===== config.mk =====
export PLATFORM = sky130hd
export DESIGN_NAME = pipe_stage_reg
export DESIGN_NICKNAME = d
export VERILOG_FILES = /design/src/rtl/pipe_stage_reg.sv
export SDC_FILE = /design/constraint.sdc
export NUM_CORES = 1
export LEC_CHECK = 0
export CORE_ASPECT_RATIO = 2
export CORE_MARGIN = 10
export CORE_UTILIZATION = 42
export CTS_BUF_LIST = sky130_fd_sc_hd__clkbuf_4 sky130_fd_sc_hd__clkbuf_8
export DETAILED_ROUTE_END_ITERATION = 10
export PLACE_DENSITY = 0.83
export SLEW_MARGIN = 20
export SYNTH_ARGS = -nofsm -noshare
export SYNTH_HDL_FRONTEND = slang
export SYNTH_SLANG_ARGS = --single-unit

===== constraint.sdc =====
create_clock -name clk -period 2.5 [get_ports clk]
set_input_delay 0.375 -clock clk [delete_from_list [all_inputs] [get_ports clk]]
set_output_delay 0.375 -clock clk [all_outputs]
set_load 0.05 [all_outputs]

===== src/rtl/pipe_stage_reg.sv =====
`default_nettype none
// ============================================================================
// Module      : pipe_stage_reg
// Description : Parametrised inter-stage pipeline register with valid bit,
//               flush, NOP bubbles, delay-slot feedback and perf counters.
// Revision    : 1.0
// ============================================================================
module pipe_stage_reg #(
  parameter int              DATA_W    = 64,
  parameter int              DBG_W     = 32,
  parameter int              STALL_W   = 6,
  parameter int              STAGE     = 2,
  parameter logic [DATA_W-1:0] NOP_VALUE = {DATA_W{1'b0}},
  parameter bit              DBG_PASS  = 1'b1,
  parameter int              CNT_W     = 16
) (
  input  logic               clk,
  input  logic               rst,
  input  logic [STALL_W-1:0] stall,
  input  logic               flush,
  input  logic [DATA_W-1:0]  in_payload,
  input  logic               in_valid,
  input  logic [DBG_W-1:0]   in_dbg,
  input  logic               in_next_dslot,
  output logic [DATA_W-1:0]  out_payload,
  output logic               out_valid,
  output logic [DBG_W-1:0]   out_dbg,
  output logic               out_dslot,
  output logic [CNT_W-1:0]   bubble_cnt,
  output logic [CNT_W-1:0]   hold_cnt
);

  localparam logic [DBG_W-1:0] c_DBG_ZERO = {DBG_W{1'b0}};
  localparam logic [CNT_W-1:0] c_CNT_ZERO = {CNT_W{1'b0}};

  logic [DATA_W-1:0] r_payload;
  logic              r_valid;
  logic [DBG_W-1:0]  r_dbg;
  logic              r_dslot;
  logic [CNT_W-1:0]  r_bubble_cnt;
  logic [CNT_W-1:0]  r_hold_cnt;

  logic w_up;
  logic w_dn;
  logic w_unused_stall;

  assign w_up = stall[STAGE];
  assign w_dn = stall[STAGE+1];
  // Only the two neighbouring stall bits matter; the rest are deliberately ignored.
  assign w_unused_stall = ^stall;

  always_ff @(posedge clk) begin
    if (rst) begin
      r_payload    <= NOP_VALUE;
      r_valid      <= 1'b0;
      r_dbg        <= c_DBG_ZERO;
      r_dslot      <= 1'b0;
      r_bubble_cnt <= c_CNT_ZERO;
      r_hold_cnt   <= c_CNT_ZERO;
    end else if (flush) begin
      r_payload <= NOP_VALUE;
      r_valid   <= 1'b0;
      r_dbg     <= c_DBG_ZERO;
      r_dslot   <= 1'b0;
    end else if (!w_up) begin
      r_payload <= in_valid ? in_payload : NOP_VALUE;
      r_valid   <= in_valid;
      r_dbg     <= in_dbg;
      r_dslot   <= in_next_dslot;
    end else if (!w_dn) begin
      // Downstream keeps moving while upstream is stopped: inject a bubble.
      r_payload <= NOP_VALUE;
      r_valid   <= 1'b0;
      r_dbg     <= DBG_PASS ? in_dbg : c_DBG_ZERO;
      if (!(&r_bubble_cnt)) begin
        r_bubble_cnt <= r_bubble_cnt + 1'b1;
      end
    end else begin
      if (!(&r_hold_cnt)) begin
        r_hold_cnt <= r_hold_cnt + 1'b1;
      end
    end
  end

  assign out_payload = r_payload;
  assign out_valid   = r_valid;
  assign out_dbg     = r_dbg;
  assign out_dslot   = r_dslot;
  assign bubble_cnt  = r_bubble_cnt;
  assign hold_cnt    = r_hold_cnt;

endmodule
`default_nettype wire


==> impl_metrics.json <==
{
  "outcome": "finished clean",
  "crit_fanout": 7,
  "layout-drive-gt1-share_pct": 7.56,
  "synth.largest_area_cell": "dfxtp_1",
  "wl_per_cell_microns": 18.6,
  "yosys_warnings": 0,
  "core_sq_um": 11400,
  "final_antenna_net_count": 0,
  "first_global_vias": 5336,
  "postCtsSetupBuffers": 0,
  "synthCells": 557,
  "num_rows": 55,
  "overflow": 0,
  "netlist_top_cells_area": "dfxtp_1, a22oi_1, a21oi_1",
  "fp.dieH_microns": 173,
  "grt_pass1_wl_mm": 27.2,
  "grt_use_total_pct": 20.6,
  "syn-cell-area_sq_um": 4890,
  "slew_headroom_pct": 61.6,
  "root_buffer": "clkbuf_8",
  "critPathArrivalTime_ns": 2.48,
  "cts.sink_count": 130,
  "grt_max_degree": 98,
  "pin_count": 237,
  "ys_types": 34,
  "crit_path_start": "hold_cnt[5]",
  "worstHoldStart": "out_dbg[26]",
  "cts-buffers-inserted": 17,
  "post_drt_via_cell_ratio": 5.51,
  "cts_tree": "yes",
  "clockBufferDepth": 2,
  "fp.dieArea_sq_um": 16600,
  "yosysTopAreaCellShare_pct": 53.2,
  "gp_congestion": 0.851,
  "finalWirelength_mm": 17.4,
  "leakagePower_nw": 2.69,
  "endpoint_kind": "register",
  "nNetsFinal": 890,
  "ys_ff_latch": 130,
  "crit_chain": "nand4_1, or4_1, nor4b_1, mux2_2",
  "drc": 0,
  "rsz0062_at_grt": "false",
  "fin_cells": 936,
  "setup_viol": 0,
  "area_delta_synth_final_pct": 59.9,
  "fin_setup_tns_ns": 0,
  "r2r_cells": 4,
  "min_path_cells": 2,
  "cp-start-kind": "register",
  "maxCapViolCount": 0,
  "period_needed_ns": 2.16,
  "synth.avg_cell_area_sq_um": 8.78,
  "skew_ns": 0.0126,
  "cts_resized": 0,
  "drt-initial-drc-count": 280,
  "fillers": 860,
  "synth_nets": 666,
  "num_antenna_cells": 0,
  "htree_levels": 4,
  "period_share_pct": 86.3,
  "hpwl_mm": 13.0,
  "whs_ns": 0.451,
  "ctsHoldBuffers": 0,
  "seq_area_frac_synth_pct": 53.2,
  "first_pass_iters": 5,
  "io_buffers": 232,
  "crit_type": "reg -> reg",
  "hold_path_class": "reg -> reg",
  "fmax_mhz": 463,
  "worstMarginPinSlew_ns": 0.574,
  "design_area_sq_um": 7820,
  "antenna_found_initial": 0,
  "finalHoldViolations": 0,
  "path_clk_slew_ns": 0.08,
  "via_count": 5156,
  "cellPowerDensity_nw_per_um2": 595,
  "ir_drop_mv": 0.545,
  "reg2reg_from": "hold_cnt[5]",
  "final_max_slew_viol_count": 0,
  "postPlaceCellArea_sq_um": 7390,
  "placed_cells": 904,
  "slowest_delay_ns": 0.66,
  "start_util_pct": 43.1,
  "total_power_w": 0.00465,
  "die_w_microns": 96.3,
  "insertion_delay_ns": 0.43,
  "worstPathRequired_ns": 2.82,
  "cp_slowest_cell": "or4_1"
}
registers in the layout (all words and copies together) (netlist names):
name	cells
out_dbg	32
out_payload	64
hold_cnt	16
bubble_cnt	16
out_valid	1
out_dslot	1
placed cells by master (no fill, tap or decap), types with 2 or more instances in the layout:
master and n:
dfxtp_1 130, mux2_2 5, nand4bb_1 2, clkbuf_8 18, or2_2 4, nand4_1 8
buf_4 10, nand2b_1 4, bufinv_16 3, nand2_1 75, nor4_1 4, clkinvlp_4 4
ha_1 2, inv_6 5, or3_1 7, buf_12 3, o31ai_1 17, and4b_1 2
a21oi_1 58, mux2i_1 2, or4_1 17, nand3_1 7, nor2b_1 6, inv_1 6
nor2_1 75, o21ai_0 7, nor3_1 3, clkdlybuf4s50_1 232, a22oi_1 64
per-layer routing:
metal | track usage (%) | vias up | routed length [microns] | part of all wire [%]
li1 | - | 2434 | - | -
met1 | 19.2 | 2437 | 5720 | 33
met2 | 35.4 | 246 | 9070 | 52
met3 | 9.85 | 39 | 1940 | 11
met4 | 9.95 | 0 | 654 | 3.8
met5 | 0 | - | 0 | 0
final timing paths:
kind / slack (ns) / endpoint
setup / recovery: 0.34 / hold_cnt[15]
setup reg to reg: 0.34 / hold_cnt[15]
hold / removal: 0.45 / out_dbg[26]
hold reg to reg: 0.45 / out_dbg[26]
through the flow:
step	setup slack, ns	util (%)
2_1_floorplan	0.185	-
3_3_place_gp	0.0967	65.1
3_5_place_dp	0.0442	65.1
4_1_cts	0.299	68.8
5_1_grt	0.152	68.8
6_report	0.342	68.8
critical path, delay by kind of cell (launching register included):
kind / cells / cell delay, ns
mux: 1 / 0.37
simple gates: 3 / 1.22
flops: 1 / 0.45
cell families (layout without fill, tap and decap cells):
logic type | after synthesis | count (layout) | share of synthesized area (%)
fa+ha+maj | 2 | 2 | 0.512
buf+inv | 46 | 283 | 3.56
simple gates | 223 | 223 | 21.6
flops | 130 | 130 | 53.2
compound gates | 149 | 149 | 19.6
mux | 7 | 7 | 1.56
synth_stat cells:
cell type / instances
nand2b_1: 4
ha_1: 2
nand4_1: 8
nand2_1: 75
and2_1: 1
nor4b_1: 1
buf_1: 7
or3b_2: 1
clkbuf_1: 32
o21ai_0: 7
a21oi_1: 58
buf_2: 1
nand3_1: 7
and4_1: 1
nand2_2: 1
a22oi_1: 64
a31oi_1: 1
nor4_1: 5
dfxtp_1: 130
inv_1: 6
and3_1: 1
a41oi_1: 1
or3_1: 7
o31ai_1: 17
or4_1: 17
mux2_2: 5
mux2i_1: 2
nand4bb_1: 2
or2_2: 5
nor2_1: 75
nor3_1: 3
and4b_1: 2
nor2b_1: 7
a311oi_1: 1
report_power, final:
| group | internal [W] | total [W] | switching [W] |
|---|---|---|---|
| registers | 0.00211 | 0.00214 | 0.0000240 |
| clock network | 0.00104 | 0.00192 | 0.000876 |
| logic | 0.000275 | 0.000598 | 0.000323 |
| total | 0.00343 | 0.00465 | 0.00122 |
layout make-up:
type                            count  area [sq um]  share of cell area, %
Inverter                            6          22.5                  0.288
Multi-Input combinational cell    381          2130                   27.2
Tap cell                          142           178                   2.27
Timing Repair Buffer              245          2460                   31.4
Clock buffer                       19           255                   3.27
Clock inverter                     13           173                   2.21
Sequential cell                   130          2600                   33.3
(Power assumes the default switching activity.)
